--- src/rtl/timer_ctrl_pkg.sv ---
// timer_pkg: shared types and constants for the timer controller.
//   state_t      : controller FSM encoding (IDLE, RUN, PAUSE, DONE)
//   MODE_ONESHOT : stop in DONE after the first terminal event
//   MODE_RELOAD  : clear the count on terminal and keep running
package timer_pkg;

   typedef enum logic [1:0] {
      IDLE  = 2'd0,
      RUN   = 2'd1,
      PAUSE = 2'd2,
      DONE  = 2'd3
   } state_t;

   localparam logic MODE_ONESHOT = 1'b0;
   localparam logic MODE_RELOAD  = 1'b1;

endpackage

--- src/rtl/timer_ctrl_if.sv ---
// timer_ctrl_if: config/control/status bundle of the timer controller.
//   cfg_load/cfg_period/cfg_presc/cfg_mode : configuration write
//   start/stop/irq_ack                     : run control and interrupt acknowledge
//   count/busy/done_pulse/irq/overrun/cfg_err : registered status
// master = host side, slave = timer_ctrl.
interface timer_ctrl_if #(
   parameter int WIDTH   = 8,
   parameter int PRESC_W = 4
);
   logic               cfg_load;
   logic [WIDTH-1:0]   cfg_period;
   logic [PRESC_W-1:0] cfg_presc;
   logic               cfg_mode;
   logic               start;
   logic               stop;
   logic               irq_ack;
   logic [WIDTH-1:0]   count;
   logic               busy;
   logic               done_pulse;
   logic               irq;
   logic               overrun;
   logic               cfg_err;

   modport master (
      output cfg_load, cfg_period, cfg_presc, cfg_mode, start, stop, irq_ack,
      input  count, busy, done_pulse, irq, overrun, cfg_err
   );

   modport slave (
      input  cfg_load, cfg_period, cfg_presc, cfg_mode, start, stop, irq_ack,
      output count, busy, done_pulse, irq, overrun, cfg_err
   );
endinterface

--- src/rtl/sync_tff_counter.sv ---
// sync_tff_counter: synchronous up counter built from toggle flops.
//   clk, rst : clock, async active-high reset (q -> 0)
//   en       : count enable, advances q by one
//   clr      : synchronous clear, wins over en
//   q        : counter value
module sync_tff_counter #(
   parameter int WIDTH = 8
) (
   input  logic             clk,
   input  logic             rst,
   input  logic             en,
   input  logic             clr,
   output logic [WIDTH-1:0] q
);

   // t[i] = en & q[0] & ... & q[i-1], built as a ripple of ANDs
   logic [WIDTH-1:0] t;

   assign t[0] = en;

   genvar i;
   generate
      for (i = 1; i < WIDTH; i++) begin : g_chain
         assign t[i] = t[i-1] & q[i-1];
      end
   endgenerate

   always_ff @(posedge clk or posedge rst) begin
      if (rst) begin
         q <= '0;
      end else if (clr) begin
         q <= '0;
      end else begin
         q <= q ^ t;
      end
   end

endmodule

--- src/rtl/timer_ctrl.sv ---
// timer_ctrl: programmable timer around a T-flop up counter.
//   clk, rst : clock, async active-high reset
//   bus      : timer_ctrl_if slave (config, start/stop, irq_ack, status)
// A tick is produced every presc+1 clocks while running; each tick either
// advances the count or, when count == period, raises a terminal event
// (done_pulse, irq) and then reloads or stops depending on mode.
//
// state | meaning
// IDLE  | after reset, never started
// RUN   | prescaler and counter active
// PAUSE | stopped mid-count, count and prescaler hold
// DONE  | one-shot reached terminal, count holds at period
module timer_ctrl
   import timer_pkg::*;
#(
   parameter int WIDTH   = 8,
   parameter int PRESC_W = 4
) (
   input logic         clk,
   input logic         rst,
   timer_ctrl_if.slave bus
);

   state_t             state, state_nxt;
   logic [WIDTH-1:0]   period;
   logic [PRESC_W-1:0] presc;
   logic               mode;
   logic [PRESC_W-1:0] presc_cnt;
   logic [WIDTH-1:0]   count_q;

   logic ctr_en;
   logic ctr_clr;
   logic presc_clr;
   logic presc_inc;
   logic terminal;

   sync_tff_counter #(.WIDTH(WIDTH)) u_cnt (
      .clk (clk),
      .rst (rst),
      .en  (ctr_en),
      .clr (ctr_clr),
      .q   (count_q)
   );

   assign bus.count = count_q;

   // stop beats start in every state; a stopping RUN cycle produces no tick
   always_comb begin
      state_nxt = state;
      ctr_en    = 1'b0;
      ctr_clr   = 1'b0;
      presc_clr = 1'b0;
      presc_inc = 1'b0;
      terminal  = 1'b0;
      case (state)
         IDLE, DONE: begin
            if (bus.start && !bus.stop) begin
               state_nxt = RUN;
               ctr_clr   = 1'b1;
               presc_clr = 1'b1;
            end
         end
         RUN: begin
            if (bus.stop) begin
               state_nxt = PAUSE;
            end else if (presc_cnt == presc) begin
               presc_clr = 1'b1;
               if (count_q == period) begin
                  terminal = 1'b1;
                  if (mode == MODE_RELOAD) begin
                     ctr_clr = 1'b1;
                  end else begin
                     state_nxt = DONE;
                  end
               end else begin
                  // a count above period (lowered while paused) wraps through 0
                  ctr_en = 1'b1;
               end
            end else begin
               presc_inc = 1'b1;
            end
         end
         PAUSE: begin
            if (bus.start && !bus.stop) begin
               state_nxt = RUN;
            end
         end
         default: state_nxt = IDLE;
      endcase
   end

   always_ff @(posedge clk or posedge rst) begin
      if (rst) begin
         state          <= IDLE;
         period         <= '0;
         presc          <= '0;
         mode           <= MODE_ONESHOT;
         presc_cnt      <= '0;
         bus.busy       <= 1'b0;
         bus.done_pulse <= 1'b0;
         bus.irq        <= 1'b0;
         bus.overrun    <= 1'b0;
         bus.cfg_err    <= 1'b0;
      end else begin
         state    <= state_nxt;
         bus.busy <= (state_nxt == RUN) || (state_nxt == PAUSE);

         if (presc_clr) begin
            presc_cnt <= '0;
         end else if (presc_inc) begin
            presc_cnt <= presc_cnt + 1'b1;
         end

         if (bus.cfg_load && (state != RUN)) begin
            period <= bus.cfg_period;
            presc  <= bus.cfg_presc;
            mode   <= bus.cfg_mode;
         end
         bus.cfg_err <= bus.cfg_load && (state == RUN);

         bus.done_pulse <= terminal;

         // a new event wins over ack for irq; ack wins for overrun
         if (terminal) begin
            bus.irq <= 1'b1;
         end else if (bus.irq_ack) begin
            bus.irq <= 1'b0;
         end

         if (bus.irq_ack) begin
            bus.overrun <= 1'b0;
         end else if (terminal && bus.irq) begin
            bus.overrun <= 1'b1;
         end
      end
   end

endmodule

--- src/flat_wrapper.sv ---
// flat-port wrapper written by rule: the top's interface ports become plain ports
module timer_ctrl_flat import timer_pkg::*;
#(
   parameter int WIDTH   = 8,
   parameter int PRESC_W = 4
)
  (clk, rst, bus_cfg_load, bus_cfg_period, bus_cfg_presc, bus_cfg_mode, bus_start, bus_stop, bus_irq_ack, bus_count, bus_busy, bus_done_pulse, bus_irq, bus_overrun, bus_cfg_err);
  timer_ctrl_if #(.WIDTH(WIDTH), .PRESC_W(PRESC_W)) bus_i ();
  input logic clk;
  input logic rst;
  input wire logic [$bits(bus_i.cfg_load)-1:0] bus_cfg_load;
  input wire logic [$bits(bus_i.cfg_period)-1:0] bus_cfg_period;
  input wire logic [$bits(bus_i.cfg_presc)-1:0] bus_cfg_presc;
  input wire logic [$bits(bus_i.cfg_mode)-1:0] bus_cfg_mode;
  input wire logic [$bits(bus_i.start)-1:0] bus_start;
  input wire logic [$bits(bus_i.stop)-1:0] bus_stop;
  input wire logic [$bits(bus_i.irq_ack)-1:0] bus_irq_ack;
  output wire logic [$bits(bus_i.count)-1:0] bus_count;
  output wire logic [$bits(bus_i.busy)-1:0] bus_busy;
  output wire logic [$bits(bus_i.done_pulse)-1:0] bus_done_pulse;
  output wire logic [$bits(bus_i.irq)-1:0] bus_irq;
  output wire logic [$bits(bus_i.overrun)-1:0] bus_overrun;
  output wire logic [$bits(bus_i.cfg_err)-1:0] bus_cfg_err;
  assign bus_i.cfg_load = bus_cfg_load;
  assign bus_i.cfg_period = bus_cfg_period;
  assign bus_i.cfg_presc = bus_cfg_presc;
  assign bus_i.cfg_mode = bus_cfg_mode;
  assign bus_i.start = bus_start;
  assign bus_i.stop = bus_stop;
  assign bus_i.irq_ack = bus_irq_ack;
  assign bus_count = bus_i.count;
  assign bus_busy = bus_i.busy;
  assign bus_done_pulse = bus_i.done_pulse;
  assign bus_irq = bus_i.irq;
  assign bus_overrun = bus_i.overrun;
  assign bus_cfg_err = bus_i.cfg_err;
  timer_ctrl #(.WIDTH(WIDTH), .PRESC_W(PRESC_W)) u_core (.clk(clk), .rst(rst), .bus(bus_i));
endmodule
--- config.mk ---
export PLATFORM = sky130hd
export DESIGN_NAME = timer_ctrl_flat
export DESIGN_NICKNAME = d
export VERILOG_FILES = /design/src/rtl/timer_ctrl_pkg.sv /design/src/rtl/timer_ctrl_if.sv /design/src/rtl/sync_tff_counter.sv /design/src/rtl/timer_ctrl.sv /design/src/flat_wrapper.sv
export SDC_FILE = /design/constraint.sdc
export NUM_CORES = 1
export LEC_CHECK = 0
export BUFFER_PORTS_ARGS = -buffer_cell sky130_fd_sc_hd__buf_2
export CORE_ASPECT_RATIO = 0.5
export CORE_MARGIN = 5
export CORE_UTILIZATION = 48
export DETAILED_ROUTE_END_ITERATION = 8
export PLACE_DENSITY_LB_ADDON = 0.3
export SLEW_MARGIN = 20
export SYNTH_ARGS = -nofsm -noshare
export SYNTH_HDL_FRONTEND = slang
export SYNTH_SLANG_ARGS = --single-unit
--- constraint.sdc ---
create_clock -name clk -period 2.64 [get_ports clk]
set_input_delay 0.396 -clock clk [delete_from_list [all_inputs] [get_ports clk]]
set_output_delay 0.396 -clock clk [all_outputs]
set_load 0.01 [all_outputs]
==> key figures <==
STA
  • Slew @ Worst Pin: 0.6517 ns
  • Clock skew: 0.002128 ns
  • Final Cycle Share: 0.9886
  • Crit path time final: 2.610 ns
  • Fin. max-slew vios: 0
  • Final setup vio count: 0
  • Endpoints failing hold: 0
  • Achievable Freq: 0.3831 GHz
  • Hold WS: between 0.15 and 0.2 ns
  • Slew margin rel.: 0.5646

Worst setup path
  • Critical path peak fanout: 3
  • Crit path kind: register to register
  • CP Launch Type: register
  • Worst Path Required: 2.85 ns
  • Setup crit end kind: register
  • R2r setup slk: between 0.03 and 0.04 ns
  • Critical Path AT: ~2.8 ns

Detailed routing
  • Per-cell routed wire length: 15.75 µm
  • Post-route ant nets: 0
  • Routed wire length: 3.590 mm
  • DR vias: 1180
  • Iteration-0 DRC Markers: 28
  • DR DRC count: 0
  • Routed vias/inst: approximately 5.2
  • First-pass DRT Iterations: 4

Logic synthesis
  • Yosys warns: 0
  • Avg Inst Size Synth: around 12 µm²
  • Mapped Cells: 135
  • Synthesized area: 1564 µm²
  • Flops & latches, synth: 32
  • Sequential area share after synthesis: 0.5120
  • Unique masters post-synth: 34
  • Syn Nets: 164

Die
  • CORE AREA: 3065 µm²
  • IO Pins: 32
  • Die span in y: 50.37 µm
  • Starting Density: 0.5102
  • DIE AREA: roughly 4600 µm²
  • Die width: ~91 µm
  • FP Rows: 14

Power
  • Pwr Density: between 900 and 1000 nW/µm²
  • Max VDD drop: 0.4979 mV
  • Leak: between 0.0009 and 0.001 µW
  • Total power: 2025 µW

Placement
  • Port buffer count: 31
  • HPWL Detailed: around 2.3 mm
  • GPL Wtd Cong: 0.7998
  • Dpl cells: 211

Clock tree
  • Root buf cell: clkbuf_8
  • Hold buffers post-CTS: 0
  • CTS tree: built
  • TritonCTS buffer count: 5
  • Clock Tree Buf Depth: 2
  • Reg clk slew, reported paths: roughly 0.070 ns
  • Worst-skew pair later-pin latency: 0.28 ns
  • H-tree depth: 2
  • Clock sinks: 32

Global routing
  • Grt ovf: 0
  • Largest net degree at the start of global routing: 33
  • Initial antenna violation count: 0
  • First-pass GRT wire length: about 5.5 mm
  • Vias in the first global route: about 1200
  • Gr usage total: 0.1526

Layout
  • Layout cell share with drive strength beyond 1: 0.4840
  • Final Core Density: 0.6816
  • Final std cells w/o fill: 228
  • Antenna cell count: 0
  • Final #Nets: 216
  • Synthesis-to-finish area growth: 33.60%

Status
  • Status: complete, no violations

Hold path
  • Hold Crit Class: primary input to async pin

Flow run
  • Max-Cap Viols: 0
## cell usage after synthesis (all sizes together)
cell type | count | share of area
o31ai | 1 | 0.0048
inv | 6 | 0.014
xnor2 | 14 | 0.078
xor2 | 1 | 0.0056
nor3 | 2 | 0.0064
a211o | 1 | 0.0056
o21ba | 1 | 0.0064
dfrtp | 32 | 0.51
nor4 | 2 | 0.012
o21a | 1 | 0.0048
nand2b | 2 | 0.0080
buf | 3 | 0.010
nand3 | 1 | 0.0032
ha | 10 | 0.080
a22o | 1 | 0.0056
or3b | 1 | 0.0056
or3 | 1 | 0.0040
o21ai | 3 | 0.0096
and2 | 1 | 0.0040
a41oi | 1 | 0.0056
nand2 | 11 | 0.026
a21oi | 11 | 0.035
a41o | 1 | 0.0064
nor2b | 3 | 0.012
or2 | 1 | 0.0040
o31a | 1 | 0.0056
clkbuf | 1 | 0.0024
nand4 | 3 | 0.016
mux2 | 13 | 0.094
nor2 | 5 | 0.012
## state kept, by name, indices dropped and copies added (netlist names)
signal,cells
u_core.bus.busy,1
u_core.bus.cfg_err,1
u_core.bus.done_pulse,1
u_core.bus.irq,1
u_core.bus.overrun,1
u_core.mode,1
u_core.period,8
u_core.presc,4
u_core.presc_cnt,4
u_core.state,2
u_core.u_cnt.q,8
## placed cells by master (no fill, tap or decap), types with 2 or more instances in the layout
| master | Yosys | final |
|---|---|---|
| buf_2 | 1 | 31 |
| dfrtp_1 | 32 | 28 |
| buf_4 | 1 | 18 |
| mux2_2 | 13 | 13 |
| nand2_1 | 11 | 11 |
| xnor2_1 | 14 | 10 |
| a21oi_1 | 11 | 10 |
| inv_1 | 6 | 6 |
| clkbuf_8 | 0 | 6 |
| nor2_1 | 5 | 5 |
| ha_4 | 0 | 4 |
| dfrtp_2 | 0 | 4 |
| nor2b_1 | 3 | 3 |
| xnor2_2 | 0 | 3 |
| o21ai_0 | 3 | 3 |
| ha_1 | 10 | 3 |
| ha_2 | 0 | 3 |
| nand2b_1 | 2 | 2 |
| nand4_1 | 2 | 2 |
| clkinv_2 | 0 | 2 |
## critical path, stage by stage, from the launching register on
cell     delay, ns
dfrtp_2       0.44
xnor2_1       0.17
nand4_1       0.17
nor2_1        0.18
nor3_2        0.07
ha_2          0.20
ha_4          0.16
ha_4          0.16
ha_4          0.16
ha_4          0.15
ha_2          0.17
ha_2          0.17
xor2_1        0.14
nand2_1       0.08
a21oi_2       0.12
## layout make-up
type                            count  area (µm²)
Clock buffer                        6       82.58
Clock inverter                      2       10.01
Fill cell                         218       975.9
Inverter                            6       22.52
Multi-Input combinational cell     93       828.3
Sequential cell                    32       805.8
Tap cell                           40       50.05
Timing Repair Buffer               49       290.3
## what timing repair did
action / 4_1_cts / 5_1_grt
gates resized for setup: 3 / 19
pin swaps: 3 / 11
setup endpoints to repair: 1 / 2
buffers inserted: 3 / 6
hold endpoints to repair: 0 / 0
## kinds of logic after synthesis
group | after synthesis | synth area share
AOI/OAI and AO/OA | 22 | 0.08960
muxes | 13 | 0.09360
xor gates and xnor gates | 15 | 0.08400
DFF | 32 | 0.5120
buffers and inverters | 10 | 0.02719
adders and majority gates | 10 | 0.08000
and+or+nand+nor | 33 | 0.1136
## routing by layer
layer	vias to the layer above	wire length, µm	track usage
met4	0	36	0.06683
li1	570	-	-
met5	-	0	0
met3	7	158	0.05672
met1	585	1580	0.1895
met2	18	1815	0.2422
## stage by stage
step | worst slack [ns] | cell area [µm²] | setup TNS [ns]
finish | 0.03000 | 2090 | 0
global placement | 0.1489 | 1817 | 0
floorplan | 0.1321 | 1564 | 0
detailed placement | -0.01717 | 1817 | -0.01717
CTS | 0.003467 | 1954 | 0
global route | -0.08500 | 2090 | -0.1137
## path summary, 6_finish.rpt
check / startpoint / to / cells after the start
max in group asynchronous: rst / u_core.presc_cnt[2]$_DFFE_PP0P_ / 3
setup reg to reg: u_core.u_cnt.q[4]$_DFF_PP0_ / u_core.u_cnt.q[7]$_DFF_PP0_ / 14
min in group clk: bus_cfg_load / u_core.bus.cfg_err$_DFF_PP0_ / 2
setup / recovery: u_core.u_cnt.q[4]$_DFF_PP0_ / u_core.u_cnt.q[7]$_DFF_PP0_ / 14
hold reg to reg: u_core.bus.overrun$_DFFE_PP0P_ / u_core.bus.overrun$_DFFE_PP0P_ / 1
hold / removal: rst / u_core.presc[0]$_DFFE_PP0P_ / 3
## power by group
group          internal, µW  switching (µW)
Clock                   208             180
Sequential              652             147
Combinational           464             374
Total                  1320             701
No activity file was read; power rests on OpenSTA's default activity.
